### src/rtl/ones_frame_accumulator.sv
// ones_frame_accumulator
//   Accumulates NIBBLES_PER_FRAME per-nibble ones counts (0..4 each) into a
//   frame total. The total is presented on a valid/ready output and held until
//   the consumer takes it. While the total is held, upstream is stalled.
//   Optional feature macro: ONES_ACC_THRESHOLD_EN adds the out_over flag
//   (frame total >= THRESHOLD). Without the macro the flag and its comparator
//   do not exist.

module ones_frame_accumulator #(
  parameter int NIBBLES_PER_FRAME = 8,
  parameter int SUM_W             = 6,
  parameter int THRESHOLD         = 16
) (
  input  logic             clk,
  input  logic             rst,
  input  logic             in_valid,
  output logic             in_ready,
  input  logic [2:0]       in_count,
  output logic             out_valid,
  input  logic             out_ready,
  output logic [SUM_W-1:0] out_sum,
  output logic             cnt_err
`ifdef ONES_ACC_THRESHOLD_EN
  ,
  output logic             out_over
`endif
);

  // A one-entry frame still needs a 1-bit index so the register exists.
  localparam int IDX_W = (NIBBLES_PER_FRAME > 1) ? $clog2(NIBBLES_PER_FRAME) : 1;
  localparam logic [IDX_W-1:0] LAST_IDX = IDX_W'(NIBBLES_PER_FRAME - 1);

  // Reject parameter sets where the frame total could wrap.
  if (NIBBLES_PER_FRAME < 1 || NIBBLES_PER_FRAME > 63) begin : g_bad_n
    $error("NIBBLES_PER_FRAME must be in 1..63");
  end
  if (SUM_W < 3 || (SUM_W < 31 && (1 << SUM_W) <= 4 * NIBBLES_PER_FRAME)) begin : g_bad_w
    $error("SUM_W too narrow: need 2**SUM_W > 4*NIBBLES_PER_FRAME");
  end
  if (THRESHOLD < 0) begin : g_bad_thr
    $error("THRESHOLD must be non-negative");
  end

  typedef enum logic {
    ACCUM = 1'b0,
    HOLD  = 1'b1
  } state_e;

  state_e           state_q, state_d;
  logic [SUM_W-1:0] acc_q, acc_d;
  logic [IDX_W-1:0] idx_q, idx_d;
  logic [SUM_W-1:0] sum_q, sum_d;
  logic             err_q, err_d;

  logic             accept;
  logic             last_count;
  logic             count_illegal;
  logic [SUM_W-1:0] count_add;
  logic [SUM_W-1:0] frame_sum;

  // Transfer qualifier: in_ready is a pure state decode, so this never loops
  // back through in_valid.
  assign accept = in_valid && in_ready;

  // Count conditioning: illegal codes 5..7 saturate to the maximum legal 4.
  always_comb begin
    count_illegal = (in_count > 3'd4);
    count_add     = count_illegal ? SUM_W'(3'd4) : SUM_W'(in_count);
    frame_sum     = acc_q + count_add;
    last_count    = (idx_q == LAST_IDX);
  end

  // State register.
  always_ff @(posedge clk) begin
    // NOTE: sequential state is always written with <=, so every flop samples
    // the pre-edge value of every other flop regardless of block ordering.
    if (rst) state_q <= ACCUM;
    else     state_q <= state_d;
  end

  // Next-state logic: the final accept of a frame enters HOLD; the output
  // handshake returns to ACCUM.
  always_comb begin
    // NOTE: every signal written here gets a default first; a path that skips
    // the assignment would otherwise infer a latch.
    state_d = state_q;
    unique case (state_q)
      ACCUM:   if (accept && last_count) state_d = HOLD;
      HOLD:    if (out_ready)            state_d = ACCUM;
      default:                           state_d = ACCUM;
    endcase
  end

  // Output decode: handshake flags come straight from the state register.
  always_comb begin
    in_ready  = (state_q == ACCUM);
    out_valid = (state_q == HOLD);
  end

  // Datapath next-state: accumulate, step the index, capture the total on the
  // last count and restart the frame from zero. Idle cycles hold everything.
  always_comb begin
    acc_d = acc_q;
    idx_d = idx_q;
    sum_d = sum_q;
    err_d = err_q | (accept & count_illegal);
    if (accept) begin
      if (last_count) begin
        sum_d = frame_sum;
        acc_d = '0;
        idx_d = '0;
      end else begin
        acc_d = frame_sum;
        idx_d = idx_q + IDX_W'(1);
      end
    end
  end

  // Datapath registers; reset discards any partial frame and pending total.
  always_ff @(posedge clk) begin
    if (rst) begin
      acc_q <= '0;
      idx_q <= '0;
      sum_q <= '0;
      err_q <= 1'b0;
    end else begin
      acc_q <= acc_d;
      idx_q <= idx_d;
      sum_q <= sum_d;
      err_q <= err_d;
    end
  end

  assign out_sum = sum_q;
  assign cnt_err = err_q;

`ifdef ONES_ACC_THRESHOLD_EN
  logic over_q, over_d;

  // Density flag is captured alongside the frame total so both share the same
  // validity window and hold behaviour.
  always_comb begin
    over_d = over_q;
    if (accept && last_count) over_d = (int'(frame_sum) >= THRESHOLD);
  end

  // Density flag register.
  always_ff @(posedge clk) begin
    if (rst) over_q <= 1'b0;
    else     over_q <= over_d;
  end

  assign out_over = over_q;
`endif

endmodule
### config.mk
export PLATFORM = sky130hd
export DESIGN_NAME = ones_frame_accumulator
export DESIGN_NICKNAME = d
export VERILOG_FILES = /design/src/rtl/ones_frame_accumulator.sv
export SDC_FILE = /design/constraint.sdc
export NUM_CORES = 1
export LEC_CHECK = 0
export BUFFER_PORTS_ARGS = -buffer_cell sky130_fd_sc_hd__buf_2
export CORE_MARGIN = 1
export CORE_UTILIZATION = 48
export DETAILED_ROUTE_END_ITERATION = 16
export PLACE_DENSITY = 0.73
export RECOVER_POWER = 50
export SLEW_MARGIN = 20
export SYNTH_ARGS = -nofsm -noshare
export SYNTH_HDL_FRONTEND = slang
export SYNTH_SLANG_ARGS = --single-unit
### constraint.sdc
create_clock -name clk -period 1.58 [get_ports clk]
set_input_delay 0.158 -clock clk [delete_from_list [all_inputs] [get_ports clk]]
set_output_delay 0.158 -clock clk [all_outputs]
set_load 0.005 [all_outputs]
==> impl_metrics.toml <==
[clock_tree]
clkTransAtPathRegs_ns = 0.11
clock_sink_count = 17
cts_buffers = 3
h-tree-depth = 1
cts_hold_buf = 0
clk_path_buf_depth = 2
cts_tree = "done"
clock_latency_ns = 0.29
clockRootBuffer = "clkbuf_4"

[setup_path]
r2r_end = "acc_q[5]"
cpMaxStageDelayCell = "or4b_1"
crit_chain = "ha_4 > ha_4 > nor3b_4 > or4b_1 > a31oi_1"
cp-start-kind = "flop"
end_kind = "flop"
arrival_ns = 1.75
path_common_cell = "ha_4"
r2r_cells = 5
cp_max_fo = 4
worstReg2RegStart = "idx_q[0]"
critical-path-top-delay-family = "simple AND/OR/NAND/NOR gates"
path_buf_inv = 0
worstSetupPathType = "reg2reg"
cp.required_ns = 1.81
r2r_slack_ns = 0.06
cpPeakStageDelay_ns = 0.44

[sta]
finalSetupViolations = 0
fin_crit_sh = 0.9635
hold_violations = 0
layout_min_cycle_time_ns = 1.522
setup_tns_ns = 0
rsz0062_at_grt = "true"
slew_violations = 0
tightest_slew_ns = 0.4191
max_freq_mhz = 656.9
maxSlewHeadroom = 0.7206
worst_clock_skew_ns = 0.006826

[drt]
first_iter_violations = 8
wl_met1_um = 809
highest_layer = "met4"
antenna_left = 0
post-route-drc-count = 0
routed_wirelength_mm = 1.804
dr.pass1.iters = 4
vias = 794
viasPerCell = 5.476
wl_met2_um = 878
wl_met3_um = 83
post_drt_wl_per_cell_um = 12.44

[logic_synthesis]
yosys-top-cells-area = "dfxtp_1 (38%), ha_1 (7.0%), nor2_1 (5.1%)"
ys.flop_type = "dfxtp_1"
ys_warn_count = 0
synthArstFlopShare = 0
postSynthNetCount = 111
synthesis.area_sq_um = 888.4
synth_area_leader_cell = "dfxtp_1"
ys_ff_latch = 17
synth_xor_xnor_area_share = 0.009859
synthCells = 98
synth_compound_area_frac = 0.1873
synthMuxAreaShare = 0.04507
synth_edf_count = 0
synth-seq-area-share = 0.3831
synth_fa_ha_area_frac = 0.09296
syn_area_per_cell_sq_um = 9.065
synth_top_family_by_area = "simple AND/OR/NAND/NOR gates"
yosysUniqueCellTypes = 37
synthDominantCellAreaShare = 0.3831
synthSimpleGateAreaFrac = 0.2408

[die]
rows = 15
die_area_sq_um = 2027
fp.dieW_um = 45.02
io-pin-count = 16
coreArea_sq_um = 1727
die_h_um = 45.02
initial_core_util = 0.5145

[cells_and_area]
syn2layout_area_growth_pct = 24.37
fin_area_sq_um = 1105
post_route_cells_drive_above_1_share = 0.3083
multi_input_area_sq_um = 556.8
antennaDiodeCount = 0
regArea_sq_um = 344.1
fin_nets = 134
fillers = 152

[power]
p_seq_frac = 0.560
power.share.combinational = 0.148
vdd_drop_max_mv = 0.5329
swShare = 0.2682
p_sw_mw = 0.2178
power.share.clock = 0.292
cellPowerDensity_nw_per_um2 = 734.9
p_leak_nw = 0.4469
power.internal_mw = 0.5941

[global_route]
overflow = 0
grt_max_degree = 21
grt_use_total = 0.2067
antenna_found_initial = 0
grt_pass1_wl_mm = 2.994
grt_pass1_vias = 729

[run]
cap_violations = 0

[worst_hold_path]
min_to = "out_valid"
min-delay-start = "out_ready"
hp-class = "in2reg"
hold_path_depth = 4

[status]
status = "finished clean"

[placed_design]
place_congestion = 0.7352
placed_area_sq_um = 1028
port_buffers = 15
dpl.hpwl_mm = 1.289
==> sequential cells by signal (all words and copies together), names as in the netlist <==
register,flops
idx_q,3
out_valid,1
acc_q,6
out_sum,6
cnt_err,1
==> worst max-delay path by stage <==
stage                      from          to  slack, ns  cells after the start
global route           acc_q[0]  out_sum[4]      -0.03                      5
CTS                    idx_q[0]    acc_q[5]       0.03                      5
finish                 idx_q[0]    acc_q[5]       0.06                      5
floorplan              idx_q[0]    acc_q[5]      0.005                      5
global placement    in_count[0]  out_sum[4]      -0.04                      7
detailed placement  in_count[0]  out_sum[4]      -0.07                      7
==> routing by layer <==
layer / GRT usage / vias to the layer above
met5: 0 / -
met4: 0.1091 / 0
met3: 0.02400 / 4
met2: 0.3478 / 22
met1: 0.2568 / 368
li1: - / 400
==> power groups by stage <==
stage / registers [mW] / clock network, mW / logic (mW)
after floorplan: 0.460 / 0 / 0.0767
after global placement: 0.461 / 0 / 0.109
after detailed placement: 0.461 / 0 / 0.113
after CTS: 0.452 / 0.246 / 0.116
after global routing: 0.457 / 0.261 / 0.137
final: 0.455 / 0.237 / 0.121
==> layout by cell type (no fill, tap or decap), types with 3 or more instances in the layout <==
cell type,count
buf_2,11
nor2b_1,5
nand2b_1,3
nand2_1,10
clkbuf_1,4
nand3b_1,3
mux2i_1,4
buf_4,9
a21oi_1,6
dfxtp_2,3
dfxtp_1,14
nor2_1,12
clkbuf_4,3
==> timing repair <==
| item | in CTS | in global routing |
|---|---|---|
| resized for setup | 4 | 6 |
| cloned | 0 | 0 |
| setup buffers | 0 | 1 |
| setup endpoints to repair | 2 | 4 |
| pin swaps | 1 | 6 |
==> cell usage after synthesis, types with 3 or more instances <==
master,n
nand2b_1,3
nand2_1,10
a21oi_1,6
nor2b_1,5
nor2_1,12
dfxtp_1,17
ha_1,5
mux2i_1,4
nand3b_1,3
==> worst min-delay path: stages <==
cell,delay [ns]
buf_2,0.10
inv_1,0.04
a21oi_1,0.05
nor2_1,0.07
==> final cells by class <==
type,instances,area share
Clock buffer,3,0.02039
Clock inverter,1,0.004530
Sequential cell,17,0.3114
Inverter,2,0.006795
Multi-Input combinational cell,73,0.5040
Tap cell,25,0.02831
Timing Repair Buffer,24,0.1246
==> kinds of logic after synthesis <==
logic type / count (synthesis)
xor gates and xnor gates: 1
AOI/OAI and AO/OA: 23
and+or+nand+nor: 39
muxes: 4
adders and majority gates: 6
buffers and inverters: 8
DFF: 17
==> stage by stage <==
stage	power [mW]	util	hold WS [ns]	std cells	setup WS, ns
CTS	0.8144	0.6210	0.1677	144	0.02893
global route	0.8545	0.6399	0.2040	145	-0.03424
global placement	0.5704	0.5957	0.4454	140	-0.03530
detailed placement	0.5746	0.5957	0.4565	140	-0.07032
floorplan	0.5364	-	0.3407	98	0.005331
finish	0.8119	0.6399	0.1657	145	0.05768
No activity file was read; power rests on OpenSTA's default activity.
